===== config.mk =====
export PLATFORM = sky130hd
export DESIGN_NAME = siganfu_barrel_thermal_monitor
export DESIGN_NICKNAME = d
export VERILOG_FILES = /design/src/rtl/siganfu_barrel_thermal_monitor.sv
export SDC_FILE = /design/constraint.sdc
export NUM_CORES = 1
export LEC_CHECK = 0
export ABC_AREA = 0
export CAP_MARGIN = 5
export CORE_MARGIN = 2
export CORE_UTILIZATION = 60
export CTS_BUF_LIST = sky130_fd_sc_hd__clkbuf_2 sky130_fd_sc_hd__clkbuf_4 sky130_fd_sc_hd__clkbuf_8
export DETAILED_ROUTE_END_ITERATION = 16
export MAX_ROUTING_LAYER = met4
export PLACE_DENSITY = 0.94
export SLEW_MARGIN = 20
export SYNTH_ARGS = -nofsm -noshare
export SYNTH_HDL_FRONTEND = slang
export SYNTH_SLANG_ARGS = --single-unit

===== constraint.sdc =====
create_clock -name sysclk -period 4.9 [get_ports sysclk]
set_input_delay 0.98 -clock sysclk [delete_from_list [all_inputs] [get_ports sysclk]]
set_output_delay 0.98 -clock sysclk [all_outputs]
set_load 0.01 [all_outputs]

===== src/rtl/siganfu_barrel_thermal_monitor.sv =====
// Barrel heat model: integrates heat per round, bleeds it off while idle, and drives
// overheat_sensor back to the gun with hysteresis, a warning flag and a sticky fault.
module siganfu_barrel_thermal_monitor #(
    parameter int unsigned HEAT_W        = 10,
    parameter int unsigned HEAT_PER_SHOT = 4,
    parameter int unsigned HEAT_MAX      = 1023,
    parameter int unsigned WARN_THRESH   = 80,
    parameter int unsigned HOT_THRESH    = 100,
    parameter int unsigned COOL_THRESH   = 40,
    parameter int unsigned COOL_DIV      = 2,
    parameter int unsigned COOL_STEP     = 1,
    parameter int unsigned FAULT_SHOTS   = 3
) (
    input  logic              sysclk,
    input  logic              reboot,
    input  logic              fire_trigger,
    output logic              overheat_sensor,
    output logic              heat_warning,
    output logic [HEAT_W-1:0] heat_level,
    output logic [1:0]        thermal_state,
    output logic              sensor_fault
);

    localparam int unsigned PS_W = (COOL_DIV > 1) ? $clog2(COOL_DIV) : 1;
    localparam int unsigned SC_W = (FAULT_SHOTS > 0) ? $clog2(FAULT_SHOTS + 1) : 1;

    localparam logic [HEAT_W:0]   MAX_X  = (HEAT_W+1)'(HEAT_MAX);
    localparam logic [HEAT_W:0]   INC_X  = (HEAT_W+1)'(HEAT_PER_SHOT);
    localparam logic [HEAT_W-1:0] MAX_H  = HEAT_W'(HEAT_MAX);
    localparam logic [HEAT_W-1:0] STEP_H = HEAT_W'(COOL_STEP);
    localparam logic [HEAT_W-1:0] WARN_H = HEAT_W'(WARN_THRESH);
    localparam logic [HEAT_W-1:0] HOT_H  = HEAT_W'(HOT_THRESH);
    localparam logic [HEAT_W-1:0] COOL_H = HEAT_W'(COOL_THRESH);
    localparam logic [PS_W-1:0]   PS_END = PS_W'(COOL_DIV - 1);
    localparam logic [SC_W-1:0]   SC_MAX = SC_W'(FAULT_SHOTS);

    typedef enum logic [1:0] {
        ST_NORMAL = 2'd0,
        ST_WARM   = 2'd1,
        ST_HOT    = 2'd2,
        ST_FAULT  = 2'd3
    } state_t;

    logic [HEAT_W-1:0] r_heat;
    logic [PS_W-1:0]   r_pre;
    logic [SC_W-1:0]   r_shots;
    state_t            r_state;

    logic [HEAT_W:0]   w_sum;
    logic [HEAT_W-1:0] w_heat_next;
    logic [PS_W-1:0]   w_pre_next;
    logic [SC_W-1:0]   w_shots_inc;
    logic [SC_W-1:0]   w_shots_next;
    state_t            w_state_next;

    // Heat integration: a shot always wins over a coincident cooling tick.
    always_comb begin
        w_sum       = {1'b0, r_heat} + INC_X;
        w_heat_next = r_heat;
        w_pre_next  = r_pre;
        if (fire_trigger) begin
            w_heat_next = (w_sum > MAX_X) ? MAX_H : w_sum[HEAT_W-1:0];
            w_pre_next  = '0;
        end else if (r_pre == PS_END) begin
            w_pre_next  = '0;
            w_heat_next = (r_heat < STEP_H) ? '0 : r_heat - STEP_H;
        end else begin
            w_pre_next  = r_pre + PS_W'(1);
        end
    end

    // Thermal state transitions; HOT holds until heat falls to COOL_THRESH.
    always_comb begin
        w_shots_inc  = (r_shots == SC_MAX) ? r_shots : r_shots + SC_W'(1);
        w_shots_next = r_shots;
        w_state_next = r_state;
        case (r_state)
            ST_NORMAL, ST_WARM: begin
                w_shots_next = '0;
                if (w_heat_next >= HOT_H) begin
                    w_state_next = ST_HOT;
                end else if (w_heat_next >= WARN_H) begin
                    w_state_next = ST_WARM;
                end else begin
                    w_state_next = ST_NORMAL;
                end
            end
            ST_HOT: begin
                if (fire_trigger) begin
                    w_shots_next = w_shots_inc;
                end
                if (fire_trigger && (w_shots_inc == SC_MAX)) begin
                    w_state_next = ST_FAULT;
                end else if (w_heat_next <= COOL_H) begin
                    w_state_next = ST_NORMAL;
                end
            end
            default: begin
                w_state_next = r_state;
            end
        endcase
    end

    always_ff @(posedge sysclk or posedge reboot) begin
        if (reboot) begin
            r_heat          <= '0;
            r_pre           <= '0;
            r_shots         <= '0;
            r_state         <= ST_NORMAL;
            heat_warning    <= 1'b0;
            overheat_sensor <= 1'b0;
            sensor_fault    <= 1'b0;
        end else begin
            r_heat          <= w_heat_next;
            r_pre           <= w_pre_next;
            r_shots         <= w_shots_next;
            r_state         <= w_state_next;
            heat_warning    <= (w_heat_next >= WARN_H);
            overheat_sensor <= (w_state_next == ST_HOT) || (w_state_next == ST_FAULT);
            sensor_fault    <= (w_state_next == ST_FAULT);
        end
    end

    assign heat_level    = r_heat;
    assign thermal_state = r_state;

endmodule

==> results of run 1 <==
==> path summary, 6_finish.rpt <==
kind | startpoint | end | depth (start not counted)
max | fire_trigger | thermal_state[1]$_DFF_PP0_ | 8
min | r_pre$_DFF_PP0_ | r_pre$_DFF_PP0_ | 1
min reg2reg | r_pre$_DFF_PP0_ | r_pre$_DFF_PP0_ | 1
max in group asynchronous | reboot | heat_level[0]$_DFF_PP0_ | 2
min in group asynchronous | reboot | heat_level[9]$_DFF_PP0_ | 2
max reg2reg | heat_level[2]$_DFF_PP0_ | thermal_state[1]$_DFF_PP0_ | 8
==> final cells by class <==
class,count,area [sq um]
repair buffers,17,170
flip-flops and latches,17,425
well taps,28,35.0
fillers,175,649
multi-input cells,118,818
inverters,11,41.3
clock buffers,4,30.0
==> kinds of logic after synthesis <==
| kind of cell | Yosys count | synth area share (%) |
|---|---|---|
| AOI/OAI and AO/OA | 36 | 21.6 |
| xor gates and xnor gates | 2 | 1.29 |
| adders and majority gates | 6 | 5.53 |
| buffers and inverters | 21 | 8.39 |
| DFF | 17 | 31.3 |
| muxes | 1 | 0.829 |
| and+or+nand+nor | 73 | 31.1 |
==> layer usage <==
metal / routed length [um] / vias up / part of all wire [%] / GRT usage [%]
li1: - / 589 / - / -
met1: 1520 / 615 / 45 / 44.1
met2: 1570 / 66 / 46 / 45.3
met3: 242 / 7 / 7.1 / 1.44
met4: 62 / 0 / 1.8 / 12.3
met5: 0 / - / 0 / -
==> flip-flops by register name, summed over array words and instances (netlist names), named ones only <==
signal,count
heat_level,10
r_shots,2
heat_warning,1
r_pre,1
sensor_fault,1
thermal_state,1
==> cell usage in the layout, fill, tap and decap left out, types with 2 or more instances in the layout <==
| cell | synthesis | routed |
|---|---|---|
| nand2_1 | 19 | 19 |
| dfrtp_1 | 17 | 17 |
| clkdlybuf4s50_1 | 0 | 17 |
| inv_1 | 11 | 11 |
| nor2_1 | 9 | 9 |
| a21oi_1 | 7 | 7 |
| nand3_1 | 7 | 7 |
| nor3_1 | 6 | 6 |
| ha_1 | 6 | 6 |
| and3_1 | 5 | 5 |
| o21ai_0 | 5 | 5 |
| nand4_1 | 4 | 4 |
| clkbuf_4 | 0 | 4 |
| o211ai_1 | 3 | 3 |
| nor2b_1 | 3 | 3 |
| nor3b_1 | 3 | 3 |
| or3_1 | 2 | 2 |
| a21o_1 | 2 | 2 |
| and2_1 | 2 | 2 |
| nand2b_1 | 2 | 2 |
| o21a_1 | 2 | 2 |
| o31ai_2 | 2 | 2 |
| nor4b_1 | 2 | 2 |
| o211a_1 | 2 | 2 |
==> through the flow <==
| step | utilization, % | std cells |
|---|---|---|
| floorplan | - | 156 |
| global placement | 68.7 | 191 |
| detailed placement | 68.7 | 191 |
| CTS | 70.1 | 195 |
| global route | 70.1 | 195 |
| finish | 70.1 | 195 |
==> worst max-delay path, stage by stage <==
cell	delay, ns
clkdlybuf4s50_1	0.87
nand4_1	0.23
or3_1	0.43
o21ai_0	0.16
a21oi_1	0.10
nor2_1	0.21
nand2_1	0.11
o31a_1	0.31
==> power groups by stage <==
stage	Combinational, uW	Clock [uW]	Sequential [uW]
3_3_place_gp	407	0	285
2_1_floorplan	353	0	232
3_5_place_dp	422	0	289
6_report	428	79.1	289
5_1_grt	469	83.9	301
4_1_cts	426	80.0	286
==> flow_summary.toml, run 1 <==
[worst_hold_path]
min_path_type = "register to register"

[clock_tree]
clockBufferDepth = 2
numCtsBuffers = 3
ctsResizeCount = 0
holdBufCountCts = 0
clk_latency_ns = 0.29
cts_tree = "done"
clkSinkCount = 17
cts_setup_buffers = 0
clkTransAtPathRegs_ns = 0.09
cts_max_level = 1
cts_root_buf = "clkbuf_4"

[pwr]
p_seq_share_pct = 36.3
internal_power_uw = 418
power_leakage_uw = 0.000650
p_per_area_mw_per_mm2 = 524
switching_share_pct = 47.5
p_clk_share_pct = 9.9
power.switching_uw = 378
ir_drop_mv = 0.493
total_power_uw = 796
pwr-share-comb_pct = 53.7

[detailed_routing]
dr.pass1.iters = 4
drcViolationCount = 0
wl_um = 3400
wl_per_cell_um = 17.4
via_per_inst = 6.55
drt_iter0_markers = 43
postRouteAntennaNets = 0
vias = 1277

[global_route]
grt_pass1_vias = 1196
grt_start_max_net_pins = 19
antenna_found_initial = 0
grt_use_total_pct = 30.4
grt_overflow_total = 0
grt_pass1_wl_um = 5920

[floorplanning]
row_count = 17
core_area_sq_mm = 0.00217
die_w_um = 51.6
die_h_um = 51.6
io-pin-count = 18
dieArea_sq_mm = 0.00266
start_util_pct = 62.6

[synthesis]
yosysTopAreaCell = "dfrtp_1"
synthTopCellsByArea = "dfrtp_1, ha_1, nand2_1"
synth_fp_nets = 165
netlist_instances = 156
syn-cell-area_sq_mm = 0.00136
synth.avg_cell_area_sq_um = 8.70
netlist.area_leader.share_pct = 31.3
ys.warnings.count = 0
yosysSeqAreaShare_pct = 31.3
ys_top_cells_by_count = "nand2_1, dfrtp_1, inv_1, nor2_1"
synth_seq_cells = 17
ys_types = 51
synth_edf_count = 0
synth_most_common_cell = "nand2_1"
synthArstFlopShare_pct = 100
ys.flop_type = "dfrtp_1"

[sta]
finalHoldViolCount = 0
worst_clock_skew_ns = 0.00428
fmax_ghz = 0.312
hold_ws_ns = 0.554
grt_setup_unrepaired = "false"
post-route-period-util_pct = 65.4
fin_setup_tns_ns = 0
finalSetupViolations = 0
max_slew_margin_pct = 47.0
drv_slew = 0
tightest_slew_ns = 0.795
finalCriticalPeriod_ns = 3.20
fin_ws_ns = 1.70

[placement]
placed_area_sq_mm = 0.00149
dp.final_hpwl_um = 2460
port_buffers = 17
dp_slack_ns = 1.49
routabilityCongestion = 0.915

[finish]
fin_area_sq_mm = 0.00152
nets = 177
drive_above_1_share_pct = 10.8
diodes = 0
syn2layout_area_growth_pct = 12.0

[flow_run]
cap_violations = 0

[setup_path]
cp.arrival_ns = 3.39
worstSetupStartpointType = "primary input"
critPathCaptureType = "register"
worst-path-max-fanout = 18
r2r_setup_slack_ns = 1.92
required_ns = 5.08
path_class = "primary input to register"

[run_status]
outcome = "finished clean"
Note: power is estimated with default switching activity, not from simulation.
==> inputs of run 2 (changes only) <==
--- a/config.mk
+++ b/config.mk
@@ -7,12 +7,13 @@
 export LEC_CHECK = 0
 export ABC_AREA = 0
 export CAP_MARGIN = 5
+export CORE_ASPECT_RATIO = 1.75
 export CORE_MARGIN = 2
-export CORE_UTILIZATION = 60
+export CORE_UTILIZATION = 51
 export CTS_BUF_LIST = sky130_fd_sc_hd__clkbuf_2 sky130_fd_sc_hd__clkbuf_4 sky130_fd_sc_hd__clkbuf_8
 export DETAILED_ROUTE_END_ITERATION = 16
 export MAX_ROUTING_LAYER = met4
-export PLACE_DENSITY = 0.94
+export PLACE_DENSITY = 0.86
 export SLEW_MARGIN = 20
 export SYNTH_ARGS = -nofsm -noshare
 export SYNTH_HDL_FRONTEND = slang
==> constraint.sdc (replaced) <==
create_clock -name sysclk -period 2.79 [get_ports sysclk]
set_input_delay 0.558 -clock sysclk [delete_from_list [all_inputs] [get_ports sysclk]]
set_output_delay 0.558 -clock sysclk [all_outputs]
set_load 0.01 [all_outputs]
==> run 2 against run 1 <==
  * Wire length is 11% higher
  * Cell area grew 7.0%
  * Via count grew 4.2%
  * Flip-flop and latch count did not move
  * Critical path type unchanged
  * Critical endpoint unchanged
  * Largest cell class unchanged
  * Highest routed layer unchanged
==> flow_summary.toml, run 2 (synthesized netlist as in run 1, its figures left out) <==
[placement]
dp.final_hpwl_um = 2860
placed_cells = 201
dp_slack_ns = 0.0305
port_buffers = 17
routabilityCongestion = 0.942

[sta]
tightest_slew_ns = 0.605
finalSetupViolations = 0
fmax_ghz = 0.373
hold_ws_ns = 0.525
finalHoldViolCount = 0
fin_ws_ns = 0.112
post-route-period-util_pct = 96.0
max_slew_margin_pct = 59.7
worst_clock_skew_ns = 0.00224
grt_setup_unrepaired = "false"
fin_setup_tns_ns = 0
drv_slew = 0
finalCriticalPeriod_ns = 2.68

[detailed_routing]
drcViolationCount = 0
drt_iter0_markers = 88
vias = 1331
via_per_inst = 6.49
dr.pass1.iters = 4
postRouteAntennaNets = 0
wl_per_cell_um = 18.4
wl_um = 3770

[setup_path]
path_class = "primary input to register"
critPathCaptureType = "register"
path_delay_family = "compound AO/OA/AOI/OAI gates"
path_buf_inv = 2
cp.depth = 9
crit_path_max_incr_delay_ns = 0.52
crit_chain = "clkdlybuf4s50_1 > buf_4 > nand2b_1 > nor3b_1 > o21a_1 > o31ai_2 > a311o_1 > nand4_1 > o31a_1"
required_ns = 2.98
cp.arrival_ns = 2.87
worst-path-max-fanout = 13
r2r_cells = 10
cpMaxStageDelayCell = "clkdlybuf4s50_1"
worstSetupStartpointType = "primary input"

[pwr]
ir_drop_mv = 0.619
p_per_area_mw_per_mm2 = 955
power_leakage_uw = 0.000714
total_power_uw = 1550

[clock_tree]
clockBufferDepth = 2
cts_setup_buffers = 0
cts_tree = "done"
ctsResizeCount = 0
clkSinkCount = 17
clkTransAtPathRegs_ns = 0.06
numCtsBuffers = 3
holdBufCountCts = 0
cts_max_level = 1
cts_root_buf = "clkbuf_8"
clk_latency_ns = 0.25

[global_route]
grt.met3_usage_pct = 1.49
grt_overflow_total = 0
use_met2_pct = 49.2
grt.met1_usage_pct = 27.0
grt_pass1_vias = 1336
grt_start_max_net_pins = 18
grt_pass1_wl_um = 6150
antenna_found_initial = 0
grt_use_total_pct = 26.5
grt-busiest-layer = "met2"

[floorplanning]
io-pin-count = 18
start_util_pct = 53.8
row_count = 24
dieArea_sq_mm = 0.00311
die_h_um = 72.3
die_w_um = 43
core_area_sq_mm = 0.00252

[finish]
diodes = 0
nets = 189
final_cells = 205
drive_above_1_share_pct = 16.8
largest_reg_flops = 10
layout_common_cells = "nand2_1, dfrtp_1, clkdlybuf4s50_1"
fillers = 224
final_common_cell = "nand2_1"
syn2layout_area_growth_pct = 19.8

[run_status]
outcome = "finished clean"

[worst_hold_path]
hold_depth = 2
min_path_type = "register to register"

[flow_run]
cap_violations = 0
[run 2: layout make-up]
class	count	area [sq um]	area share (%)
Clock buffer	4	48.8	3.00
Inverter	11	41.3	2.54
Multi-Input combinational cell	118	818	50.3
Sequential cell	17	425	26.2
Tap cell	26	32.5	2.00
Timing Repair Buffer	29	260	16.0
[run 2: worst paths after layout]
check	startpoint	to	slack [ns]
setup / recovery	fire_trigger	thermal_state[1]$_DFF_PP0_	0.11
hold / removal	r_shots[1]$_DFFE_PP0P_	r_shots[1]$_DFFE_PP0P_	0.53
setup reg to reg	heat_level[3]$_DFF_PP0_	thermal_state[1]$_DFF_PP0_	0.17
hold reg to reg	r_shots[1]$_DFFE_PP0P_	r_shots[1]$_DFFE_PP0P_	0.53
max in group asynchronous	reboot	heat_level[5]$_DFF_PP0_	1.73
min in group asynchronous	reboot	thermal_state[1]$_DFF_PP0_	0.67
[run 2: per-stage QoR]
step           area (sq um)  util [%]
2_1_floorplan          1360         -
3_3_place_gp           1580      62.5
3_5_place_dp           1580      62.5
4_1_cts                1630      64.5
5_1_grt                1630      64.5
6_report               1630      64.5
[run 2: per-layer routing]
| layer | vias up | part of all wire [%] |
|---|---|---|
| met2 | 60 | 55 |
| met3 | 24 | 4.0 |
| met4 | 0 | 5.1 |
| met5 | - | 0 |
| met1 | 636 | 35 |
| li1 | 611 | - |
[run 2: worst register-to-register path: stages (launching register included)]
cell	delay, ns
dfrtp_1	0.49
inv_1	0.16
ha_1	0.21
nor2b_1	0.15
buf_4	0.17
nand2b_1	0.14
o32a_2	0.40
a211oi_2	0.24
a311o_1	0.26
nand4_1	0.14
o31a_1	0.14
[run 2: power breakdown]
group          total, uW  leakage (uW)  internal (uW)  switching [uW]
combinational        919      0.000505            421             498
sequential           445      0.000183            314             130
clock                190     0.0000262            111            78.5
